### config.mk
export PLATFORM = sky130hd
export DESIGN_NAME = muldiv_unit_flat
export DESIGN_NICKNAME = d
export VERILOG_FILES = /design/src/rtl/muldiv_unit_pkg.sv /design/src/rtl/muldiv_unit_if.sv /design/src/rtl/muldiv_div_step.sv /design/src/rtl/muldiv_unit.sv /design/src/flat_wrapper.sv
export SDC_FILE = /design/constraint.sdc
export NUM_CORES = 1
export LEC_CHECK = 0
export ABC_AREA = 1
export ABC_CLOCK_PERIOD_IN_PS = 2420
export BUFFER_PORTS_ARGS = -buffer_cell sky130_fd_sc_hd__buf_2
export CORE_ASPECT_RATIO = 0.6
export CORE_MARGIN = 8
export CORE_UTILIZATION = 61
export DETAILED_ROUTE_END_ITERATION = 8
export PLACE_DENSITY = 0.82
export SYNTH_ARGS = -nofsm -noshare
export SYNTH_HDL_FRONTEND = slang
export SYNTH_SLANG_ARGS = --single-unit
export TNS_END_PERCENT = 20
### constraint.sdc
create_clock -name clk -period 2.42 [get_ports clk]
set_input_delay 0.242 -clock clk [delete_from_list [all_inputs] [get_ports clk]]
set_output_delay 0.242 -clock clk [all_outputs]
set_load 0.02 [all_outputs]
### src/rtl/muldiv_unit_pkg.sv
// Shared definitions for the multiply/divide unit: operation codes, FSM state
// encoding and small op-decoding helpers.
package muldiv_unit_pkg;

    typedef enum logic [1:0] {
        OP_MULT  = 2'b00,
        OP_MULTU = 2'b01,
        OP_DIV   = 2'b10,
        OP_DIVU  = 2'b11
    } op_t;

    typedef enum logic [1:0] {
        ST_IDLE = 2'b00,
        ST_MUL  = 2'b01,
        ST_DIV  = 2'b10,
        ST_FIX  = 2'b11
    } state_t;

    function automatic logic op_is_signed(op_t op);
        return ~op[0];
    endfunction

    function automatic logic op_is_div(op_t op);
        return op[1];
    endfunction

endpackage

### src/rtl/muldiv_unit_if.sv
// Request/result bundle between a requester (master) and the multiply/divide unit (slave).
interface muldiv_unit_if
    import muldiv_unit_pkg::*;
#(
    parameter int WIDTH = 32
);
    logic             ena;
    logic             start;
    op_t              op;
    logic [WIDTH-1:0] opr1;
    logic [WIDTH-1:0] opr2;
    logic             flush;
    logic             busy;
    logic             done;
    logic [WIDTH-1:0] hi;
    logic [WIDTH-1:0] lo;
    logic             div_by_zero;

    modport master (
        output ena, start, op, opr1, opr2, flush,
        input  busy, done, hi, lo, div_by_zero
    );

    modport slave (
        input  ena, start, op, opr1, opr2, flush,
        output busy, done, hi, lo, div_by_zero
    );
endinterface

### src/rtl/muldiv_div_step.sv
// One restoring-division iteration: trial-subtract the divisor from the shifted
// partial remainder and keep the difference only when it does not go negative.
module muldiv_div_step #(
    parameter int WIDTH = 32
) (
    input  logic [WIDTH:0]   rem_in,
    input  logic [WIDTH-1:0] divisor,
    output logic [WIDTH-1:0] rem_out,
    output logic             q_bit
);

    assign q_bit = (rem_in >= {1'b0, divisor});

    // When the subtraction succeeds the true result is below the divisor,
    // so modulo-2^WIDTH arithmetic on the low bits is exact.
    assign rem_out = q_bit ? (rem_in[WIDTH-1:0] - divisor) : rem_in[WIDTH-1:0];

endmodule

### src/rtl/muldiv_unit.sv
// Iterative multiply/divide unit: shift-add multiplier, restoring divider and a
// sign-fix cycle. Divide support is built only when MULDIV_DIV_EN is defined.
module muldiv_unit
    import muldiv_unit_pkg::*;
#(
    parameter int WIDTH    = 32,
    parameter int MUL_STEP = 1
) (
    input  logic         clk,
    input  logic         reset,
    muldiv_unit_if.slave bus
);

    localparam int                 CNT_W    = $clog2(WIDTH);
    localparam logic [CNT_W-1:0]   MUL_LAST = CNT_W'(WIDTH / MUL_STEP - 1);

    state_t               state;
    logic [CNT_W-1:0]     count;
    logic                 sign_a;
    logic                 sign_b;
    logic [WIDTH-1:0]     mag_a;
    logic [2*WIDTH-1:0]   acc;
    logic [WIDTH-1:0]     hi_q;
    logic [WIDTH-1:0]     lo_q;
    logic                 done_q;

    logic                 opr1_neg;
    logic                 opr2_neg;
    logic [WIDTH-1:0]     opr1_mag;
    logic [WIDTH-1:0]     opr2_mag;
    logic [WIDTH+MUL_STEP-1:0] mul_sum;
    logic [2*WIDTH-1:0]   mul_next;
    logic [2*WIDTH-1:0]   prod_fix;

    assign opr1_neg = op_is_signed(bus.op) & bus.opr1[WIDTH-1];
    assign opr2_neg = op_is_signed(bus.op) & bus.opr2[WIDTH-1];
    assign opr1_mag = opr1_neg ? -bus.opr1 : bus.opr1;
    assign opr2_mag = opr2_neg ? -bus.opr2 : bus.opr2;

    // acc holds {partial product, unretired multiplier bits}; each step adds
    // multiples of the multiplicand for MUL_STEP bits and shifts them out.
    always_comb begin
        mul_sum = {{MUL_STEP{1'b0}}, acc[2*WIDTH-1:WIDTH]};
        for (int k = 0; k < MUL_STEP; k++) begin
            if (acc[k]) begin
                mul_sum = mul_sum + ({{MUL_STEP{1'b0}}, mag_a} << k);
            end
        end
        mul_next = {mul_sum, acc[WIDTH-1:MUL_STEP]};
    end

    assign prod_fix = (sign_a ^ sign_b) ? -acc : acc;

`ifdef MULDIV_DIV_EN
    logic               is_div;
    logic [WIDTH-1:0]   divisor;
    logic [WIDTH-1:0]   rem_out;
    logic               q_bit;
    logic [2*WIDTH-1:0] div_next;
    logic               dbz_q;

    // For division acc holds {partial remainder, dividend bits / quotient bits}.
    muldiv_div_step #(.WIDTH(WIDTH)) u_div_step (
        .rem_in  ({acc[2*WIDTH-1:WIDTH], acc[WIDTH-1]}),
        .divisor (divisor),
        .rem_out (rem_out),
        .q_bit   (q_bit)
    );

    assign div_next        = {rem_out, acc[WIDTH-2:0], q_bit};
    assign bus.div_by_zero = dbz_q;
`else
    assign bus.div_by_zero = 1'b0;
`endif

    always_ff @(posedge clk) begin
        if (!reset) begin
            state  <= ST_IDLE;
            count  <= '0;
            sign_a <= 1'b0;
            sign_b <= 1'b0;
            mag_a  <= '0;
            acc    <= '0;
            hi_q   <= '0;
            lo_q   <= '0;
            done_q <= 1'b0;
`ifdef MULDIV_DIV_EN
            is_div  <= 1'b0;
            divisor <= '0;
            dbz_q   <= 1'b0;
`endif
        end else if (bus.ena) begin
            done_q <= 1'b0;
`ifdef MULDIV_DIV_EN
            dbz_q  <= 1'b0;
`endif
            if (bus.flush) begin
                state <= ST_IDLE;
                count <= '0;
            end else begin
                case (state)
                    ST_IDLE: begin
                        if (bus.start) begin
                            count  <= '0;
                            sign_a <= opr1_neg;
                            sign_b <= opr2_neg;
                            mag_a  <= opr1_mag;
                            if (!op_is_div(bus.op)) begin
                                acc   <= {{WIDTH{1'b0}}, opr2_mag};
                                state <= ST_MUL;
`ifdef MULDIV_DIV_EN
                                is_div <= 1'b0;
                            end else begin
                                acc     <= {{WIDTH{1'b0}}, opr1_mag};
                                divisor <= opr2_mag;
                                is_div  <= 1'b1;
                                state   <= ST_DIV;
                            end
`else
                            end else begin
                                done_q <= 1'b1;
                            end
`endif
                        end
                    end
                    ST_MUL: begin
                        acc <= mul_next;
                        if (count == MUL_LAST) begin
                            state <= ST_FIX;
                        end else begin
                            count <= count + 1'b1;
                        end
                    end
`ifdef MULDIV_DIV_EN
                    ST_DIV: begin
                        acc <= div_next;
                        if (count == CNT_W'(WIDTH - 1)) begin
                            state <= ST_FIX;
                        end else begin
                            count <= count + 1'b1;
                        end
                    end
`endif
                    ST_FIX: begin
                        state  <= ST_IDLE;
                        count  <= '0;
                        done_q <= 1'b1;
`ifdef MULDIV_DIV_EN
                        if (is_div) begin
                            // Divide by zero reports the original dividend, not its magnitude.
                            if (divisor == '0) begin
                                lo_q  <= '1;
                                hi_q  <= sign_a ? -mag_a : mag_a;
                                dbz_q <= 1'b1;
                            end else begin
                                lo_q <= (sign_a ^ sign_b) ? -acc[WIDTH-1:0] : acc[WIDTH-1:0];
                                hi_q <= sign_a ? -acc[2*WIDTH-1:WIDTH] : acc[2*WIDTH-1:WIDTH];
                            end
                        end else begin
                            {hi_q, lo_q} <= prod_fix;
                        end
`else
                        {hi_q, lo_q} <= prod_fix;
`endif
                    end
                    default: state <= ST_IDLE;
                endcase
            end
        end
    end

    assign bus.busy = (state != ST_IDLE);
    assign bus.done = done_q;
    assign bus.hi   = hi_q;
    assign bus.lo   = lo_q;

endmodule
### src/flat_wrapper.sv
// flat-port wrapper written by rule: the top's interface ports become plain ports
module muldiv_unit_flat import muldiv_unit_pkg::*;
#(
    parameter int WIDTH    = 32,
    parameter int MUL_STEP = 1
)
  (clk, reset, bus_ena, bus_start, bus_op, bus_opr1, bus_opr2, bus_flush, bus_busy, bus_done, bus_hi, bus_lo, bus_div_by_zero);
  muldiv_unit_if #(.WIDTH(WIDTH)) bus_i ();
  input  logic clk;
  input  logic reset;
  input wire logic [$bits(bus_i.ena)-1:0] bus_ena;
  input wire logic [$bits(bus_i.start)-1:0] bus_start;
  input wire logic [$bits(bus_i.op)-1:0] bus_op;
  input wire logic [$bits(bus_i.opr1)-1:0] bus_opr1;
  input wire logic [$bits(bus_i.opr2)-1:0] bus_opr2;
  input wire logic [$bits(bus_i.flush)-1:0] bus_flush;
  output wire logic [$bits(bus_i.busy)-1:0] bus_busy;
  output wire logic [$bits(bus_i.done)-1:0] bus_done;
  output wire logic [$bits(bus_i.hi)-1:0] bus_hi;
  output wire logic [$bits(bus_i.lo)-1:0] bus_lo;
  output wire logic [$bits(bus_i.div_by_zero)-1:0] bus_div_by_zero;
  assign bus_i.ena = bus_ena;
  assign bus_i.start = bus_start;
  assign bus_i.op = bus_op;
  assign bus_i.opr1 = bus_opr1;
  assign bus_i.opr2 = bus_opr2;
  assign bus_i.flush = bus_flush;
  assign bus_busy = bus_i.busy;
  assign bus_done = bus_i.done;
  assign bus_hi = bus_i.hi;
  assign bus_lo = bus_i.lo;
  assign bus_div_by_zero = bus_i.div_by_zero;
  muldiv_unit #(.WIDTH(WIDTH), .MUL_STEP(MUL_STEP)) u_core (.clk(clk), .reset(reset), .bus(bus_i));
endmodule
# Yosys cells after proc, flatten, opt, wreduce, memory -nomap -nowiden
# Index checks and enable logic that the tools add are counted.
totals:
  input_bits: 71
  wordCells: 57
  reg_bits: 170
op_classes:
  mux: 20
  n_addsub: 5
  n_reduce_logical: 9
  bitwise: 5
  eq_ne: 9
ops:
  columns: ["operator", "count"]
  rows:
  - ["$mux 64", 3]
  - ["$pmux 64 s2", 1]
  - ["$mux 32", 2]
  - ["$neg 32->32", 2]
  - ["$neg 64->64", 1]
  - ["$add 32x32->33", 1]
  - ["$mux 33", 1]
  - ["$mux 5", 3]
  - ["$pmux 5 s3", 1]
  - ["$reduce_and 4->1", 3]
  - ["$ne 3x3->1 const B", 3]
  - ["$mux 2", 4]
  - ["$add 5x1->5 const B", 1]
  - ["$eq 5x5->1 const B", 1]
  - ["$reduce_and 5->1", 1]
  - ["$ne 2x2->1 const B", 2]
  - ["$pmux 2 s2", 1]
  - ["$reduce_bool 2->1", 2]
  - ["$reduce_bool 4->1", 1]
  - ["$mux 1", 3]
  - ["$ne 3x2->1 const B", 1]
  - ["$reduce_and 3->1", 1]
  - ["$and 1x1->1", 2]
  - ["$eq 2x1->1 const B", 1]
  - ["other kinds (5)", 6]

# Longest topological paths before layout
depth:
  word_depth: 6
  mapped_depth: 16

# Worst setup path after synthesis
# OpenSTA, ideal clock, no wires.
synth_path:
  path_kind: "reg2reg"
  start: "reg u_core.acc[0]"
  end: "reg u_core.hi_q[2] (netlist: u_core.bus.hi[2])"
  path_stages_with_launch: 16
  t_required_ns: 2.311
  period_less_slack_ns: 2.007
  setup_slack_ns: 0.413
  setup_ns: 0.109
  arrival_ns: 1.898
  path_cell_list: "dfxtp_1 inv_2 clkbuf_1 ha_1 inv_2 nor3_2 inv_2 nor2_8 nand2_4 nand2_2 nand2_4 a21oi_4 xor2_1 nand2_1 nand2_1 inv_1"
synth_between:
  elab_chain_len: 2
synth_rtl:
  columns: ["item", "line_no", "text"]
  rows:
  - ["start: declaration", "muldiv_unit.sv:22", "logic [2*WIDTH-1:0] acc;"]
  - ["start signal: assignment", "muldiv_unit.sv:109", "acc <= {{WIDTH{1'b0}}, opr2_mag};"]
  - ["start signal: assignment", "muldiv_unit.sv:127", "acc <= mul_next;"]
  - ["$neg 64->64", "muldiv_unit.sv:52", "assign prod_fix = (sign_a ^ sign_b) ? -acc : acc;"]
  - ["$mux 64", "muldiv_unit.sv:52", null]
  - ["end signal: assignment", "muldiv_unit.sv:163", "{hi_q, lo_q} <= prod_fix;"]
  - ["end: declaration", "muldiv_unit.sv:23", "logic [WIDTH-1:0] hi_q;"]
# Every way passes these cells.
# A chain may end at the register's enable or synchronous reset.

# Final worst setup path
layout_path:
  start: "reg u_core.acc[15]"
  end: "reg u_core.hi_q[7] (netlist: u_core.bus.hi[7])"
# Same word-level chain as after synthesis.

==> flow_summary.toml <==
[global_routing]
grt_max_degree = 121
grt_pass1_wl_um = 74500
grt_pass1_vias = 13700
grt.total_usage = 0.355
grt_overflow_total = 0
antenna_found_initial = 2

[route]
via_count = 15300
wl_met2_um = 17600
finalWirelength_um = 48500
ant_nets = 0
drc = 0
via_per_inst = 5.79
dr.pass1.iters = 6
met1_length_um = 22100
wl_met3_um = 8130
highest_layer = "met5"
wl_per_cell_um = 18.4
initialDrtViolationCount = 2245

[timing]
finalHoldViolations = 0
fin_setup_tns_ns = 0
period_share = 0.946
fmax_mhz = 437
setup_viol = 0
slew_headroom = 0.516
worstMarginPinSlew_ns = 0.719
period_minus_slack_ns = 2.29
slew_violations = 0
rsz0062_at_grt = "false"
finClkSkew_ns = 0.0113
holdWs_ns = 0.0745

[die]
initial_core_util = 0.624
ios = 138
die_w_um = 206
core.rowCount = 41
dieHeight_um = 130
coreArea_um2 = 21100
die_area_um2 = 26800

[worst_setup_path]
slowest_delay_ns = 0.39
critPathRequiredTime_ns = 2.75
startpoint = "u_core.acc[15]$_SDFFE_PN0P_"
path_cells = "nor2_2 -> nand3_1 -> nor3_1 -> nand3_2 -> nor2_1 -> nand2_1 -> nand3_1 -> nand2_1 -> nor2_1 -> nor2_1"
worst-path-max-fanout = 5
critPathArrivalTime_ns = 2.62
endpoint_kind = "flop"
crit_family = "simple AND/OR/NAND/NOR gates"
r2r-start = "u_core.acc[15]$_SDFFE_PN0P_"
setup.worst_path.class = "flop to flop"
cp.buffers_inverters = 0
start_kind = "flop"
cp_slowest_cell = "dfxtp_1"
cpMostUsedCell = "nor2_1"

[run]
max-cap-violations = 0

[power_and_ir_drop]
comb_power_share = 0.211
p_seq_frac = 0.405
p_per_area_nw_per_um2 = 487
p_leak_nw = 7.54
p_sw_w = 0.00233
p_clk_frac = 0.384
ir_drop_mv = 0.597
internal_power_w = 0.00488
p_sw_frac = 0.324

[logic_synthesis]
synth_warnings = 0
ys_types = 53
synthArstFlopShare = 0
synth_ff_type = "dfxtp_1"
synth_fp_nets = 2345
yosysSeqAreaShare = 0.258
synth.cell_area_um2 = 13200
ys_ff_latch = 170
syn_inst = 2232
synth_edf_count = 0
syn_avg_cell_area_um2 = 5.91

[final_layout]
fillers = 1929
multiInputGateArea_um2 = 8280
area_growth_pct = 12.1
seq_area_um2 = 3400
drive_above_1_share = 0.112
final_nets = 2458

[clock_tree]
clk_latency_ns = 0.45
clk_pin_slew_worst_paths_ns = 0.07
root_buffer = "clkbuf_16"
cts_hold_buf = 0
cts_buffers = 17
h-tree-depth = 4
cts_buffer_depth = 2
clock_sinks = 170
cts_tree = "built"

[worst_hold_path]
worst_hold_startpoint = "bus_opr1[1]"
hp-class = "primary input to flop"

[outcome]
status = "complete, no violations"

[placed_design]
dp_hpwl_um = 38500
gp_congestion = 1.03
portBuffers = 136
[worst paths after layout]
path                              endpoint  slack [ns]  cells past startpoint
max          u_core.bus.hi[7]$_SDFFE_PN0P_        0.13                     10
min           u_core.mag_a[1]$_SDFFE_PN0P_        0.07                      3
max reg2reg  u_core.bus.hi[7]$_SDFFE_PN0P_        0.13                     10
min reg2reg   u_core.bus.done$_SDFFE_PN0P_        0.47                      2
[worst min-delay path, cell delays in order]
cell and delay (ns):
buf_2 0.10, nand2_1 0.06, a31oi_1 0.07
[Yosys cell counts, types with 2 or more instances]
library cell / count / area share
nand3_1: 154 / 0.058
buf_2: 25 / 0.0095
nor3_1: 24 / 0.0091
a21oi_1: 206 / 0.078
a31oi_1: 4 / 0.0019
nor2_4: 3 / 0.0026
and2_1: 6 / 0.0028
buf_1: 4 / 0.0011
nand2_4: 2 / 0.0017
dfxtp_1: 170 / 0.26
o211ai_1: 26 / 0.015
xor2_1: 55 / 0.036
nor3_2: 4 / 0.0030
nand3_2: 3 / 0.0023
nor4_1: 2 / 0.00095
o21ai_0: 109 / 0.041
buf_4: 3 / 0.0017
or2_2: 5 / 0.0024
nand2_1: 611 / 0.17
buf_6: 2 / 0.0017
o21ai_2: 3 / 0.0020
nand3b_1: 4 / 0.0023
o31ai_1: 2 / 0.0011
a21o_1: 2 / 0.0011
nor3_4: 2 / 0.0025
o21bai_1: 7 / 0.0040
inv_2: 14 / 0.0040
xnor2_1: 5 / 0.0033
or2_1: 2 / 0.00095
clkbuf_1: 44 / 0.013
nand2_2: 4 / 0.0019
nand4_1: 24 / 0.011
a211oi_1: 2 / 0.0011
nor2_2: 12 / 0.0057
o21ai_1: 27 / 0.010
inv_1: 302 / 0.086
nor2_1: 271 / 0.077
o221ai_1: 8 / 0.0053
ha_1: 41 / 0.039
o21a_1: 25 / 0.014
[per-stage QoR]
stage | power [W] | instances | instance area (um2) | util | worst slack [ns]
2_1_floorplan | 0.00392 | 2232 | 13200 | - | 0.413
3_3_place_gp | 0.00439 | 2605 | 14200 | 0.672 | 0.303
3_5_place_dp | 0.00441 | 2605 | 14200 | 0.672 | 0.215
4_1_cts | 0.00713 | 2635 | 14800 | 0.700 | 0.212
5_1_grt | 0.00746 | 2635 | 14800 | 0.700 | 0.0205
6_report | 0.00721 | 2636 | 14800 | 0.700 | 0.130
[cell families (layout without fill, tap and decap cells)]
logic type	Yosys count	after routing	share of synthesized area
flip-flops	170	170	0.258
buffers and inverters	395	519	0.117
AO/OA/AOI/OAI	426	426	0.180
other	1	2	0.000284
XOR/XNOR	61	61	0.0419
AND/OR/NAND/NOR	1137	1137	0.363
adder cells (fa/ha/maj)	42	42	0.0404
[sequential cells by signal (all words and copies together) (netlist names), 2 cells and up]
name,cells
u_core.mag_a,32
u_core.count,5
u_core.acc,64
u_core.bus.hi,32
u_core.state,2
u_core.bus.lo,32
[cell type report]
| cell class | count | share of cell area |
|---|---|---|
| diodes | 1 | 0.000169 |
| clock buffers | 21 | 0.0311 |
| clock inverters | 9 | 0.00795 |
| inverters | 317 | 0.0804 |
| multi-input cells | 1667 | 0.559 |
| flip-flops and latches | 170 | 0.230 |
| well taps | 279 | 0.0236 |
| repair buffers | 172 | 0.0676 |
[power groups by stage]
stage | sequential [W] | clock [W] | combinational, W
2_1_floorplan | 0.00294 | 0 | 0.000978
3_3_place_gp | 0.00297 | 0 | 0.00142
3_5_place_dp | 0.00297 | 0 | 0.00144
4_1_cts | 0.00291 | 0.00277 | 0.00145
5_1_grt | 0.00292 | 0.00290 | 0.00164
6_report | 0.00292 | 0.00277 | 0.00152
[what timing repair did]
item	4_1_cts	5_1_grt
setup buffers	0	0
setup endpoints to repair	0	3
gates resized for setup	0	3
[routing by layer]
layer	track usage	up-vias
li1	-	7388
met1	0.523	6871
met2	0.456	935
met3	0.166	55
met4	0.0653	4
met5	0	-
[layout by cell type (no fill, tap or decap), drive strengths merged, types with 25 or more instances in the layout]
master	synthesis	routed
ha	41	41
o21a	25	25
nor3	30	30
inv	316	317
o211ai	26	26
xor2	55	55
dfxtp	170	170
nand2	617	617
o21ai	140	140
nand4	25	25
buf	34	172
a21oi	208	208
nor2	287	287
nand3	158	158
Note: power is estimated with default switching activity, not from simulation.
